[src/rtl/iter_seq_pkg.sv]
// Shared definitions for the iterative multiply/divide sequencer: state encoding
// and default iteration parameters.
package iter_seq_pkg;

  localparam int ITERS_DEF = 32;
  localparam int CNT_W_DEF = 6;

  typedef enum logic [1:0] {
    ST_IDLE = 2'd0,
    ST_INIT = 2'd1,
    ST_RUN  = 2'd2,
    ST_DONE = 2'd3
  } state_e;

endpackage

[src/rtl/iter_counter.sv]
// Iteration counter: synchronous clear has priority over enable; asynchronous
// active-low reset.
module iter_counter #(
  parameter int W = 6
) (
  input  logic         clk,
  input  logic         reset,
  input  logic         clr,
  input  logic         en,
  output logic [W-1:0] count
);

  always_ff @(posedge clk or negedge reset) begin
    if (!reset) begin
      count <= '0;
    end else if (clr) begin
      count <= '0;
    end else if (en) begin
      count <= count + W'(1);
    end
  end

endmodule

[src/rtl/iter_seq_ctrl.sv]
// Sequencer for the iterative multiply/divide datapath: one operand-load cycle,
// ITERS step cycles, then a one-cycle result strobe. Define ITER_SEQ_OPCOUNT_EN
// to build the completed-operation counter on op_count.
module iter_seq_ctrl
  import iter_seq_pkg::*;
#(
  parameter int ITERS = ITERS_DEF,
  parameter int CNT_W = CNT_W_DEF
) (
  input  logic             clk,
  input  logic             reset,
  input  logic             start_mult,
  input  logic             start_div,
  input  logic             div_by_zero,
  output logic             dp_init,
  output logic             dp_step,
  output logic             dp_is_div,
  output logic [CNT_W-1:0] iter_idx,
  output logic             busy,
  output logic             result_ready,
  output logic             exception,
  output logic [31:0]      op_count,
  output logic [1:0]       dbg_state
);

  localparam logic [CNT_W-1:0] LAST_IDX = CNT_W'(ITERS - 1);

  // Requests are single-cycle pulses with no ready: a pulse sampled in any state
  // (including busy ones) is always accepted and restarts the sequence in INIT.
  logic             req;
  state_e           state_q, state_d;
  logic             cnt_clr, cnt_en;
  logic [CNT_W-1:0] cnt;
  logic             is_div_q;
  logic             exc_q, exc_d;

  assign req = start_mult | start_div;

  iter_counter #(.W(CNT_W)) u_counter (
    .clk   (clk),
    .reset (reset),
    .clr   (cnt_clr),
    .en    (cnt_en),
    .count (cnt)
  );

  always_comb begin
    state_d = state_q;
    cnt_clr = 1'b0;
    cnt_en  = 1'b0;
    exc_d   = 1'b0;
    case (state_q)
      ST_IDLE: begin
        if (req) state_d = ST_INIT;
      end
      ST_INIT: begin
        cnt_clr = 1'b1;
        if (req) begin
          state_d = ST_INIT;
        end else if (is_div_q && div_by_zero) begin
          state_d = ST_DONE;
          exc_d   = 1'b1;
        end else begin
          state_d = ST_RUN;
        end
      end
      ST_RUN: begin
        if (req) begin
          state_d = ST_INIT;
        end else if (cnt == LAST_IDX) begin
          state_d = ST_DONE;
        end else begin
          cnt_en = 1'b1;
        end
      end
      ST_DONE: begin
        state_d = req ? ST_INIT : ST_IDLE;
      end
      default: state_d = ST_IDLE;
    endcase
  end

  always_ff @(posedge clk or negedge reset) begin
    if (!reset) begin
      state_q  <= ST_IDLE;
      is_div_q <= 1'b0;
      exc_q    <= 1'b0;
    end else begin
      state_q <= state_d;
      exc_q   <= exc_d;
      // Multiply wins when both requests arrive together.
      if (req) is_div_q <= start_div & ~start_mult;
    end
  end

  assign dp_init      = (state_q == ST_INIT);
  assign dp_step      = (state_q == ST_RUN);
  assign busy         = (state_q != ST_IDLE);
  assign result_ready = (state_q == ST_DONE);
  assign dp_is_div    = is_div_q;
  assign exception    = exc_q;
  assign iter_idx     = dp_step ? cnt : '0;
  assign dbg_state    = state_q;

`ifdef ITER_SEQ_OPCOUNT_EN
  logic [31:0] op_count_q;

  always_ff @(posedge clk or negedge reset) begin
    if (!reset) begin
      op_count_q <= 32'd0;
    end else if (state_q == ST_DONE) begin
      op_count_q <= op_count_q + 32'd1;
    end
  end

  assign op_count = op_count_q;
`else
  assign op_count = 32'd0;
`endif

endmodule

[config.mk]
export PLATFORM = sky130hd
export DESIGN_NAME = iter_seq_ctrl
export DESIGN_NICKNAME = d
export VERILOG_FILES = /design/src/rtl/iter_seq_pkg.sv /design/src/rtl/iter_counter.sv /design/src/rtl/iter_seq_ctrl.sv
export SDC_FILE = /design/constraint.sdc
export NUM_CORES = 1
export LEC_CHECK = 0
export ABC_AREA = 1
export BUFFER_PORTS_ARGS = -buffer_cell sky130_fd_sc_hd__buf_2
export CORE_MARGIN = 2
export CORE_UTILIZATION = 46
export CTS_CLUSTER_SIZE = 40
export DETAILED_ROUTE_END_ITERATION = 12
export GPL_TIMING_DRIVEN = 0
export PLACE_DENSITY = 0.93
export SYNTH_ARGS = -nofsm -noshare
export SYNTH_HDL_FRONTEND = slang
export SYNTH_SLANG_ARGS = --single-unit
[constraint.sdc]
create_clock -name clk -period 1.8 [get_ports clk]
set_input_delay 0.36 -clock clk [delete_from_list [all_inputs] [get_ports clk]]
set_output_delay 0.36 -clock clk [all_outputs]
set_load 0.02 [all_outputs]
**Word level (Yosys, flattened, before mapping)**

Cells that the tools add are included.

- $add $sub $neg: 1
- Eq/ne operators: 6
- Mux-type cells: 17
- Bitwise logic cells: 3
- Reduce and logical (&&, ||, !) cells: 5

Operators by type and width:

| kind | count |
|---|---|
| $mux 6 | 3 |
| $mux 1 | 9 |
| $mux 2 | 4 |
| $pmux 2 s4 | 1 |
| $add 6x1->6 const B | 1 |
| $eq 6x5->1 const B | 1 |
| $eq 2x2->1 const B | 2 |
| $reduce_bool 2->1 | 2 |
| $ne 3x1->1 const B | 1 |
| $eq 2x1->1 const B | 1 |
| $logic_not 2->1 | 1 |
| $ne 2x2->1 const B | 1 |
| $reduce_and 2->1 | 1 |
| $and 1x1->1 | 1 |
| $logic_and 1x1->1 | 1 |
| $not 1->1 | 1 |
| $or 1x1->1 | 1 |

- Register bits after elaboration: 10
- Input bits: 5
- Output and inout bits: 46
- Word-level logic and storage cells: 36

**Depth between registers and ports, before layout**

Gate-level depths: netlist of run 1.

- Depth in word-level cells: 6
- Mapped depth: 7
- Depth with buffers taken out: 7

**Cells and area by module**

Synthesis of run 1 repeated with hierarchy kept, for this count alone.

- Cell total of the unflattened synthesis: 117
- Area total of the unflattened synthesis: 833.3 sq um

Modules (own cells, without submodules):

| module | times used | cells each | area each (sq um) | sequential area each (sq um) |
|---|---|---|---|---|
| iter_seq_ctrl | 1 | 78 | 513.0 | 100.1 |
| iter_counter | 1 | 39 | 320.3 | 150.1 |

**Worst setup path before layout of run 1**

OpenSTA, ideal clock, no wires.

- Kind: reg2out
- Start point: reg state_q[1] (netlist: dbg_state[1])
- End point: out iter_idx[0]
- Arrival time: 1.158 ns
- Required time: 1.440 ns
- Slack: 0.282 ns
- Cell stages (with the launch flop): 5
- Path buffers: 0
- Cell sequence: dfrtp_1 > inv_2 > nor2_8 > inv_2 > nor2_1

- Word-level cells in the longest chain between the ends: 2

Ends and longest elaborated chain:

| item | RTL line | text |
|---|---|---|
| start: declaration | iter_seq_ctrl.sv:31 | `state_e state_q, state_d;` |
| start signal: assignment | iter_seq_ctrl.sv:89 | `state_q <= state_d;` |
| $eq 2x2->1 | iter_seq_ctrl.sv:97 | `assign dp_step = (state_q == ST_RUN);` |
| net dp_step | iter_seq_ctrl.sv:16 | `output logic dp_step,` |
| $mux 6 | iter_seq_ctrl.sv:102 | `assign iter_idx = dp_step ? cnt : '0;` |
| end: declaration | iter_seq_ctrl.sv:18 | `output logic [CNT_W-1:0] iter_idx,` |

The timed path passes the listed nets, and every way through them passes these cells.

**Final worst setup path of run 1**

- Start point: reg state_q[1] (netlist: dbg_state[1])
- End point: out iter_idx[3]

- Word-level cells in the longest chain between the ends: 2

Ends and longest elaborated chain:

| item | RTL line |
|---|---|
| $eq 2x2->1 | iter_seq_ctrl.sv:97 |
| $mux 6 | iter_seq_ctrl.sv:102 |

No other way between the ends.

==> impl_metrics.tcl, run 1 <==
set metrics [dict create \
    status "finished, final reports clean" \
    synthesis.instances 111 \
    hold_viol_final 0 \
    vias_per_cell 3.984 \
    drive_gt1_share_pct 40.24 \
    antenna_left 0 \
    dp_hpwl_mm 1.359 \
    worstSetupEndpointType "output port" \
    antenna_found_initial 0 \
    clk_latency_ns 0.26 \
    p_per_area_mw_per_mm2 508.5 \
    ys_seq_elements 10 \
    syn2layout_area_growth_pct 31.44 \
    criticalPathCategory "flop to output port" \
    synth_fa_ha_area_share_pct 1.456 \
    grt_max_degree 11 \
    cts_tree "built" \
    grt_pass1_vias 655 \
    drt_first_pass_iters 5 \
    clock.fmax_mhz 613.6 \
    final.setup.tns_ns 0 \
    hold_path_class "input port to flop" \
    synth-simple-area-share_pct 32.31 \
    wl_per_cell_um 8.693 \
    path_max_fanout 7 \
    setup_ws_ns 0.1703 \
    io_pins 51 \
    synth_area_um2 859.6 \
    overflow 0 \
    final_util_pct 64.73 \
    path_clk_slew_ns 0.06 \
    grt_use_total_pct 16.55 \
    final_net_count 172 \
    most-common-layout-cells "33 x buf_4, 32 x conb_1, 22 x nand2_1, 18 x buf_2" \
    crit_arrival_ns 1.27 \
    core.rowCount 15 \
    synth_cell_types 17 \
    fin_crit_ns 1.630 \
    initial_core_util_pct 49.25 \
    synth_top_family_by_area "buffers and inverters" \
    synth_xor_area_share_pct 0 \
    clockRootBuffer "clkbuf_4" \
    maxCapViolations 0 \
    gp_congestion 0.7902 \
    peakVddDrop_mv 0.4123 \
    cts_made_buffers 3 \
    finalCritPeriodShare_pct 90.54 \
    die_w_um 47.23 \
    syn_avg_cell_area_um2 7.744 \
    drtIter0Drc 17 \
    place.port_buffers 18 \
    fin_skew_ns 0.001929 \
    cts_sinks 10 \
    cts_buffer_depth 2 \
    synth_warnings 0 \
    die-height_um 47.23 \
    die-area_mm2 0.002230 \
    vias 753 \
    fill_cells 143 \
    synth.area.mux_share_pct 0 \
    htreeDepth 1 \
    grt_pass1_wl_mm 2.525 \
    synth-seq-area-share_pct 29.11 \
    pre_cts_ws_ns 0.4598 \
    setup_viol 0 \
    rsz0062_at_grt "no" \
    seq_area_um2 250.2 \
    synth_compound_area_share_pct 2.183 \
    design.core.area_mm2 0.001745 \
    layout_commonest_cell "buf_4" \
    multi_input_area_um2 429.2 \
    worstSetupStartpointType "flop" \
    wirelength_mm 1.643 \
    drc 0 \
    post_cts_resized 0 \
    n_antenna_cell 0 \
    required_ns 1.44 \
    slew_viol_final 0 \
    p_leak_nw 0.7041 \
]
[power by group]
part | leakage [nW] | internal (W) | switching (W) | total (W)
combinational | 0.557 | 0.0000698 | 0.000120 | 0.000190
sequential | 0.134 | 0.000230 | 0.00000761 | 0.000238
clock | 0.0138 | 0.0000769 | 0.0000705 | 0.000147
total | 0.704 | 0.000377 | 0.000198 | 0.000574
[sequential cells by signal, summed over array words and instances (netlist names)]
signal           count
dbg_state            2
dp_is_div            1
u_counter.count      6
exception            1
[critical path: stages (launching register included)]
cell and delay (ns):
dfrtp_1 0.44, inv_2 0.10, nor2_8 0.11, inv_2 0.08, nor2_1 0.10, buf_2 0.17
[final cells by class]
| cell class | count | area share, % |
|---|---|---|
| Multi-Input combinational cell | 86 | 37.98 |
| Sequential cell | 10 | 22.15 |
| Buffer | 33 | 21.93 |
| Timing Repair Buffer | 19 | 8.859 |
| Inverter | 13 | 4.319 |
| Tap cell | 25 | 2.769 |
| Clock buffer | 3 | 1.993 |
[layer usage]
layer,part of all wire (%),wire length [um],track usage [%],up-vias
met3,7.1,116,5.000,5
li1,-,-,-,382
met1,36,589,15.29,333
met2,55,898,30.81,33
met4,2.3,38,10.56,0
met5,0,0,0,-
[what timing repair did]
| item | in CTS | in global routing |
|---|---|---|
| endpoints found under the setup margin | 0 | 0 |
| buffers inserted | 0 | 0 |
| hold endpoints to repair | 10 | 0 |
| hold buffers | 1 | 0 |
[metrics by stage]
stage	power (W)	cell area (um2)	std cells	hold slack, ns
3_3_place_gp	0.0004223	1097	185	0.2241
4_1_cts	0.0005726	1130	189	0.2987
5_1_grt	0.0006097	1130	189	0.2949
3_5_place_dp	0.0004258	1097	185	0.2295
2_1_floorplan	0.0003977	975.9	142	0.06441
6_report	0.0005745	1130	189	0.2947
[cells in the mapped netlist]
cell type	count	share of area, %
inv_2	4	1.7
dfrtp_1	10	29
nand3_1	6	3.5
nor2_1	10	4.4
a31oi_1	1	0.73
buf_4	33	29
conb_1	1	0.44
nor2_4	4	5.2
ha_1	1	1.5
nor2_8	2	4.7
o21bai_1	1	0.87
or2_2	1	0.73
nand2_4	1	1.3
nand2_1	22	9.6
o21ai_1	1	0.58
nand4_1	4	2.9
inv_1	9	3.9
[final timing paths]
path                            slack (ns)            endpoint               start  cells after the start
worst max-delay path                  0.17         iter_idx[3]        dbg_state[1]                      5
worst min-delay path                  0.29           dp_is_div          start_mult                      2
worst max register to register        0.43  u_counter.count[3]  u_counter.count[1]                      7
worst min register to register        0.55  u_counter.count[0]  u_counter.count[0]                      2
max in group asynchronous             1.11  u_counter.count[2]               reset                      2
min in group asynchronous             0.50        dbg_state[1]               reset                      2
[logic make-up after synthesis]
| group | count (synthesis) |
|---|---|
| other | 1 |
| AO/OA/AOI/OAI | 3 |
| AND/OR/NAND/NOR | 50 |
| adder cells (fa/ha/maj) | 1 |
| flip-flops | 10 |
| buffers and inverters | 46 |
Power figures use the tool's default switching activity.
==> run 2: changes to the inputs <==
- CORE_UTILIZATION: 46 -> 43
- PLACE_DENSITY: 0.93 -> 0.88
- clock period: 1.8 -> 1.6 ns (I/O delays scaled with it)
==> run 2 against run 1 <==
Effect of this change:
- total power grew 13%
- flip-flop and latch count is the same
- register-to-register slack lost 0.17 ns
- die area grew 6.4%
- critical endpoint is now iter_idx[4]
- largest cell class unchanged
==> impl_metrics.tcl, run 2 (same netlist as run 1, synthesis figures left out) <==
set metrics [dict create \
    p_leak_nw 0.7018 \
    die_w_um 48.71 \
    clk_latency_ns 0.27 \
    antenna_found_initial 0 \
    finalCritPeriodShare_pct 96.47 \
    setup_viol 0 \
    largest_register "u_counter.count" \
    largest_register_ffs 6 \
    rr_worst_depth 7 \
    worstSetupStartpointType "flop" \
    cts_tree "built" \
    htreeDepth 1 \
    place.port_buffers 18 \
    vias 720 \
    r2r-end "u_counter.count[2]" \
    drt_first_pass_iters 4 \
    worstPathCellList "nor2_8 -> inv_2 -> nor2_1 -> buf_2" \
    design.core.area_mm2 0.001922 \
    final.setup.tns_ns 0 \
    initial_core_util_pct 44.73 \
    drive_gt1_share_pct 41.46 \
    path_max_fanout 7 \
    post_cts_buffers 0 \
    vias_per_cell 3.770 \
    maxCapViolations 0 \
    min-delay-start "start_mult" \
    dp_hpwl_mm 1.285 \
    hold_path_class "input port to flop" \
    cts_made_buffers 3 \
    r2r_start "u_counter.count[1]" \
    rsz0062_at_grt "no" \
    clock.fmax_mhz 647.9 \
    worstSetupEndpointType "output port" \
    p_per_area_mw_per_mm2 571.9 \
    required_ns 1.28 \
    die-area_mm2 0.002373 \
    criticalPathCategory "flop to output port" \
    fin_skew_ns 0.002699 \
    drtIter0Drc 15 \
    peakVddDrop_mv 0.5465 \
    crit_arrival_ns 1.22 \
    path_clk_slew_ns 0.06 \
    core.rowCount 16 \
    combPwrFrac_pct 32.6 \
    layout_commonest_cell "buf_4" \
    power_frac_clock_pct 26.3 \
    switching_share_pct 34.82 \
    syn2layout_area_growth_pct 32.61 \
    design_area_mm2 0.001140 \
    grt_pass1_vias 587 \
    slew_viol_final 0 \
    cts_sinks 10 \
    slowest_delay_ns 0.46 \
    gp_congestion 0.8132 \
    wl_per_cell_um 8.220 \
    drc 0 \
    io_pins 51 \
    wirelength_mm 1.570 \
    grt_pass1_wl_mm 2.408 \
    post_dp_cell_area_mm2 0.001100 \
    seqPwrFrac_pct 41.0 \
    holdPathEnd "dp_is_div" \
    clockRootBuffer "clkbuf_4" \
    most-common-layout-cells "35 x buf_4, 32 x conb_1, 22 x nand2_1, 16 x buf_2, 10 x nor2_1" \
    n_antenna_cell 0 \
    antenna_left 0 \
    cts_buffer_depth 2 \
    r2r_slack_ns 0.26 \
    intPower_w 0.0004249 \
    min_path_cells 2 \
    hold_viol_final 0 \
    switchingPower_w 0.0002270 \
    cpMaxStageDelayCell "dfrtp_2" \
    final_net_count 172 \
    fin_crit_ns 1.543 \
    overflow 0 \
    die-height_um 48.71 \
    final_util_pct 59.31 \
    status "finished, final reports clean" \
    grt_max_degree 11 \
    grt_use_total_pct 12.88 \
]
==> run 2: cell counts in the layout (fill, tap and decap cells not counted) <==
Identical to the previous run, type by type.
==> run 2: final cells by class <==
cell class	instances	area, um2
sequential	10	252.7
clock buffer	3	22.52
fill	168	782.0
tap	27	33.78
buffer	33	247.7
inverter	13	48.80
multi-input combinational	86	429.2
timing repair buffer	19	105.1
==> run 2: worst max-delay path, delay by kind of cell, from the launching register on <==
kind	cells	cell delay (ns)
flops	1	0.46
simple gates	2	0.25
buf+inv	2	0.25
==> run 2: routing by layer <==
| layer | routed length [um] | track usage (%) | vias to the layer above |
|---|---|---|---|
| met5 | 0 | 0 | - |
| met4 | 27 | 7.143 | 0 |
| met3 | 126 | 2.469 | 3 |
| met2 | 789 | 22.37 | 32 |
| met1 | 625 | 14.73 | 302 |
| li1 | - | - | 383 |
==> run 2: power by group through the flow <==
stage | combinational, W | clock (W) | sequential, W
after CTS | 0.000209 | 0.000171 | 0.000267
after detailed placement | 0.000207 | 0 | 0.000271
after floorplan | 0.000169 | 0 | 0.000278
after global placement | 0.000205 | 0 | 0.000271
final | 0.000213 | 0.000172 | 0.000267
after global routing | 0.000227 | 0.000187 | 0.000268
==> run 2: metrics by stage <==
stage               worst slack (ns)  hold WS (ns)  total power (W)  std cells
global placement              0.2822        0.1870        0.0004764        187
detailed placement            0.2682        0.1905        0.0004785        187
global route                0.002823        0.2537        0.0006817        191
CTS                         0.007728        0.2531        0.0006466        191
floorplan                     0.1221       0.02441        0.0004475        142
finish                       0.05656        0.2483        0.0006519        191
==> run 2: what timing repair did <==
action,in CTS,in global routing
resized for setup,0,4
hold buffers,1,0
endpoints found under the hold margin,10,0
endpoints found under the setup margin,0,6
==> run 2: how the worst max path moves through the flow <==
stage                  startpoint            endpoint  cells past startpoint
2_1_floorplan        dbg_state[1]         iter_idx[0]                      4
3_3_place_gp   u_counter.count[1]  u_counter.count[5]                      7
3_5_place_dp   u_counter.count[1]  u_counter.count[4]                      7
4_1_cts              dbg_state[1]         iter_idx[5]                      5
5_1_grt              dbg_state[0]         iter_idx[5]                      4
6_report             dbg_state[0]         iter_idx[4]                      4
==> run 3: changes to the inputs <==
- ABC_AREA: 1 -> unset
- CORE_UTILIZATION: 43 -> 41
- SYNTH_HIERARCHICAL: unset -> 1
==> run 3 against run 2 <==
Effect of this change:
- critical path depth is the same
- clock power rose by 8%
- die area decreased by 5.3%
- flip-flop and latch count unchanged
- non-clock buffer count increased by 5
- synthesized cell count shrank 25%
- critical endpoint is now iter_idx[2]
- largest power group unchanged
==> impl_metrics.tcl, run 3 <==
set metrics [dict create \
    final_net_count 149 \
    criticalPathCategory "flop to output port" \
    synth_common_cells "32 x buf_4, 10 x dfrtp_1, 8 x nor2_1" \
    clock.fmax_mhz 630.2 \
    power_w 0.0006463 \
    yosys.area.top_type "dfrtp_1" \
    synth-seq-area-share_pct 32.41 \
    cts_sinks 10 \
    antenna_found_initial 0 \
    syn2layout_area_growth_pct 50.57 \
    drc 0 \
    min-delay-start "start_mult" \
    most-common-layout-cells "36 x buf_4, 32 x conb_1, 12 x buf_2, 8 x buf_6, 8 x nor2_1" \
    power_frac_clock_pct 28.8 \
    worstSetupEndpointType "output port" \
    combPwrFrac_pct 30.5 \
    peakVddDrop_mv 0.3581 \
    synthesis.instances 83 \
    gp_congestion 0.6385 \
    r2r-end "u_counter/count[5]" \
    syn_avg_cell_area_um2 9.301 \
    path_max_fanout 5 \
    fin_skew_ns 0.003779 \
    finalCritPeriodShare_pct 99.18 \
    crit_arrival_ns 1.27 \
    min_path_cells 2 \
    ys_seq_elements 10 \
    wirelength_mm 1.594 \
    intPower_w 0.0004350 \
    synth_enable_flop_cells 0 \
    largest_register "u_counter/count" \
    fin_crit_ns 1.587 \
    grt_pass1_vias 571 \
    yosys-top-cells-area "dfrtp_1 32%, buf_4 31%, and2_2 6.8%" \
    fill_cells 136 \
    cts_made_buffers 3 \
    p_per_area_mw_per_mm2 556.0 \
    worstPathCellList "nor2b_4 -> buf_6 -> and2_2 -> buf_6" \
    drtIter0Drc 2 \
    post_dp_cell_area_mm2 0.001031 \
    synthArstFlopShare_pct 100.0 \
    io_pins 51 \
    n_antenna_cell 0 \
    grt_use_total_pct 15.38 \
    wl_per_cell_um 9.545 \
    switching_share_pct 32.69 \
    status "finished, final reports clean" \
    hold_path_class "input port to flop" \
    r2r_slack_ns 0.03 \
    setup_viol 0 \
    cp_common_cell "buf_6" \
    synth_cell_types 25 \
    design_area_mm2 0.001162 \
    synth_warnings 6 \
    largest_register_ffs 6 \
    vias_per_cell 3.814 \
    switchingPower_w 0.0002113 \
    cts_tree "built" \
    synth_area_um2 772.0 \
    hold_slack_ns 0.2328 \
    worstSetupStartpointType "flop" \
    die-height_um 47.39 \
    holdPathEnd "dp_is_div" \
    required_ns 1.28 \
    vias 637 \
    synth.most_common_cell "buf_4" \
    die-area_mm2 0.002246 \
    p_leak_nw 0.6520 \
    htreeDepth 1 \
    initial_core_util_pct 44.23 \
    rr_worst_depth 6 \
    path_clk_slew_ns 0.06 \
    clockRootBuffer "clkbuf_4" \
    grt_pass1_wl_mm 2.283 \
    drt_first_pass_iters 4 \
    drive_gt1_share_pct 54.23 \
    place.port_buffers 18 \
    dp_hpwl_mm 1.182 \
    grt_max_degree 11 \
    die_w_um 47.39 \
    seqPwrFrac_pct 40.7 \
    rsz0062_at_grt "yes" \
    r2r_start "dbg_state[0]" \
    yosys.area.top_type_share_pct 32.41 \
    synth_ff_type "dfrtp_1" \
    slowest_delay_ns 0.42 \
    maxCapViolations 0 \
    cpMaxStageDelayCell "dfrtp_2" \
    slew_viol_final 0 \
    worstSetupStartpoint "dbg_state[1]" \
    antenna_left 0 \
    layout_commonest_cell "buf_4" \
    cts_buffer_depth 2 \
    hold_viol_final 0 \
    overflow 0 \
    design.core.area_mm2 0.001745 \
    core.rowCount 15 \
    clk_latency_ns 0.27 \
]
[run 3: worst max path at each step]
stage / end / slack, ns / cells after the start
2_1_floorplan: u_counter/count[5] / 0.01 / 6
5_1_grt: u_counter/count[2] / -0.04 / 6
3_3_place_gp: u_counter/count[5] / 0.02 / 6
3_5_place_dp: u_counter/count[5] / -0.02 / 6
4_1_cts: iter_idx[2] / 0.005 / 4
6_report: iter_idx[2] / 0.01 / 4
[run 3: per-layer routing]
| metal | global-route usage, % | up-vias | share of wire, % |
|---|---|---|---|
| met3 | 5.385 | 8 | 8.3 |
| met5 | 0 | - | 0 |
| li1 | - | 324 | - |
| met4 | 10.56 | 0 | 2.9 |
| met1 | 13.44 | 273 | 36 |
| met2 | 28.65 | 32 | 53 |
[run 3: power by group through the flow]
stage / clock network, W / registers [W] / logic [W]
after floorplan: 0 / 0.000275 / 0.000154
after global placement: 0 / 0.000268 / 0.000184
after detailed placement: 0 / 0.000269 / 0.000185
after CTS: 0.000191 / 0.000263 / 0.000190
after global routing: 0.000206 / 0.000264 / 0.000214
final: 0.000186 / 0.000263 / 0.000197
[run 3: kinds of logic (layout without fill, tap and decap cells)]
kind of cell	count (synthesis)	after routing	share of synthesized area (%)
compound gates	4	4	3.727
xor+xnor	4	4	4.539
fa+ha+maj	1	1	1.620
buf+inv	34	62	33.06
flops	10	10	32.41
mux	1	1	1.297
other cells	1	32	0.4858
simple gates	28	28	22.85
[run 3: final cells by class]
cell class	count	area (um2)	share of cell area, %
plain buffers	33	251.5	21.64
clock buffers	4	26.28	2.261
inverters	1	3.754	0.3229
multi-input cells	70	414.1	35.63
flip-flops and latches	10	256.5	22.07
well taps	25	31.28	2.691
repair buffers	24	178.9	15.39
[run 3: per-stage QoR]
| stage | instances | setup TNS (ns) | util, % | worst slack [ns] |
|---|---|---|---|---|
| floorplan | 114 | 0 | - | 0.01464 |
| global placement | 157 | 0 | 59.07 | 0.02473 |
| detailed placement | 157 | -0.01959 | 59.07 | -0.01959 |
| CTS | 163 | 0 | 63.73 | 0.004530 |
| global route | 167 | -0.1331 | 66.60 | -0.03928 |
| finish | 167 | 0 | 66.60 | 0.01309 |
[run 3: worst max-delay path, delay by kind of cell (launching register included)]
kind / cells / cell delay [ns]
DFF: 1 / 0.42
and+or+nand+nor: 2 / 0.33
buffers and inverters: 2 / 0.25
[run 3: timing repair]
action | CTS | global route
resized for setup | 12 | 10
endpoints found under the hold margin | 10 | 0
setup endpoints to repair | 7 | 7
buffers inserted | 1 | 3
hold buffers | 1 | 0
cloned | 0 | 1
pin swaps | 0 | 1
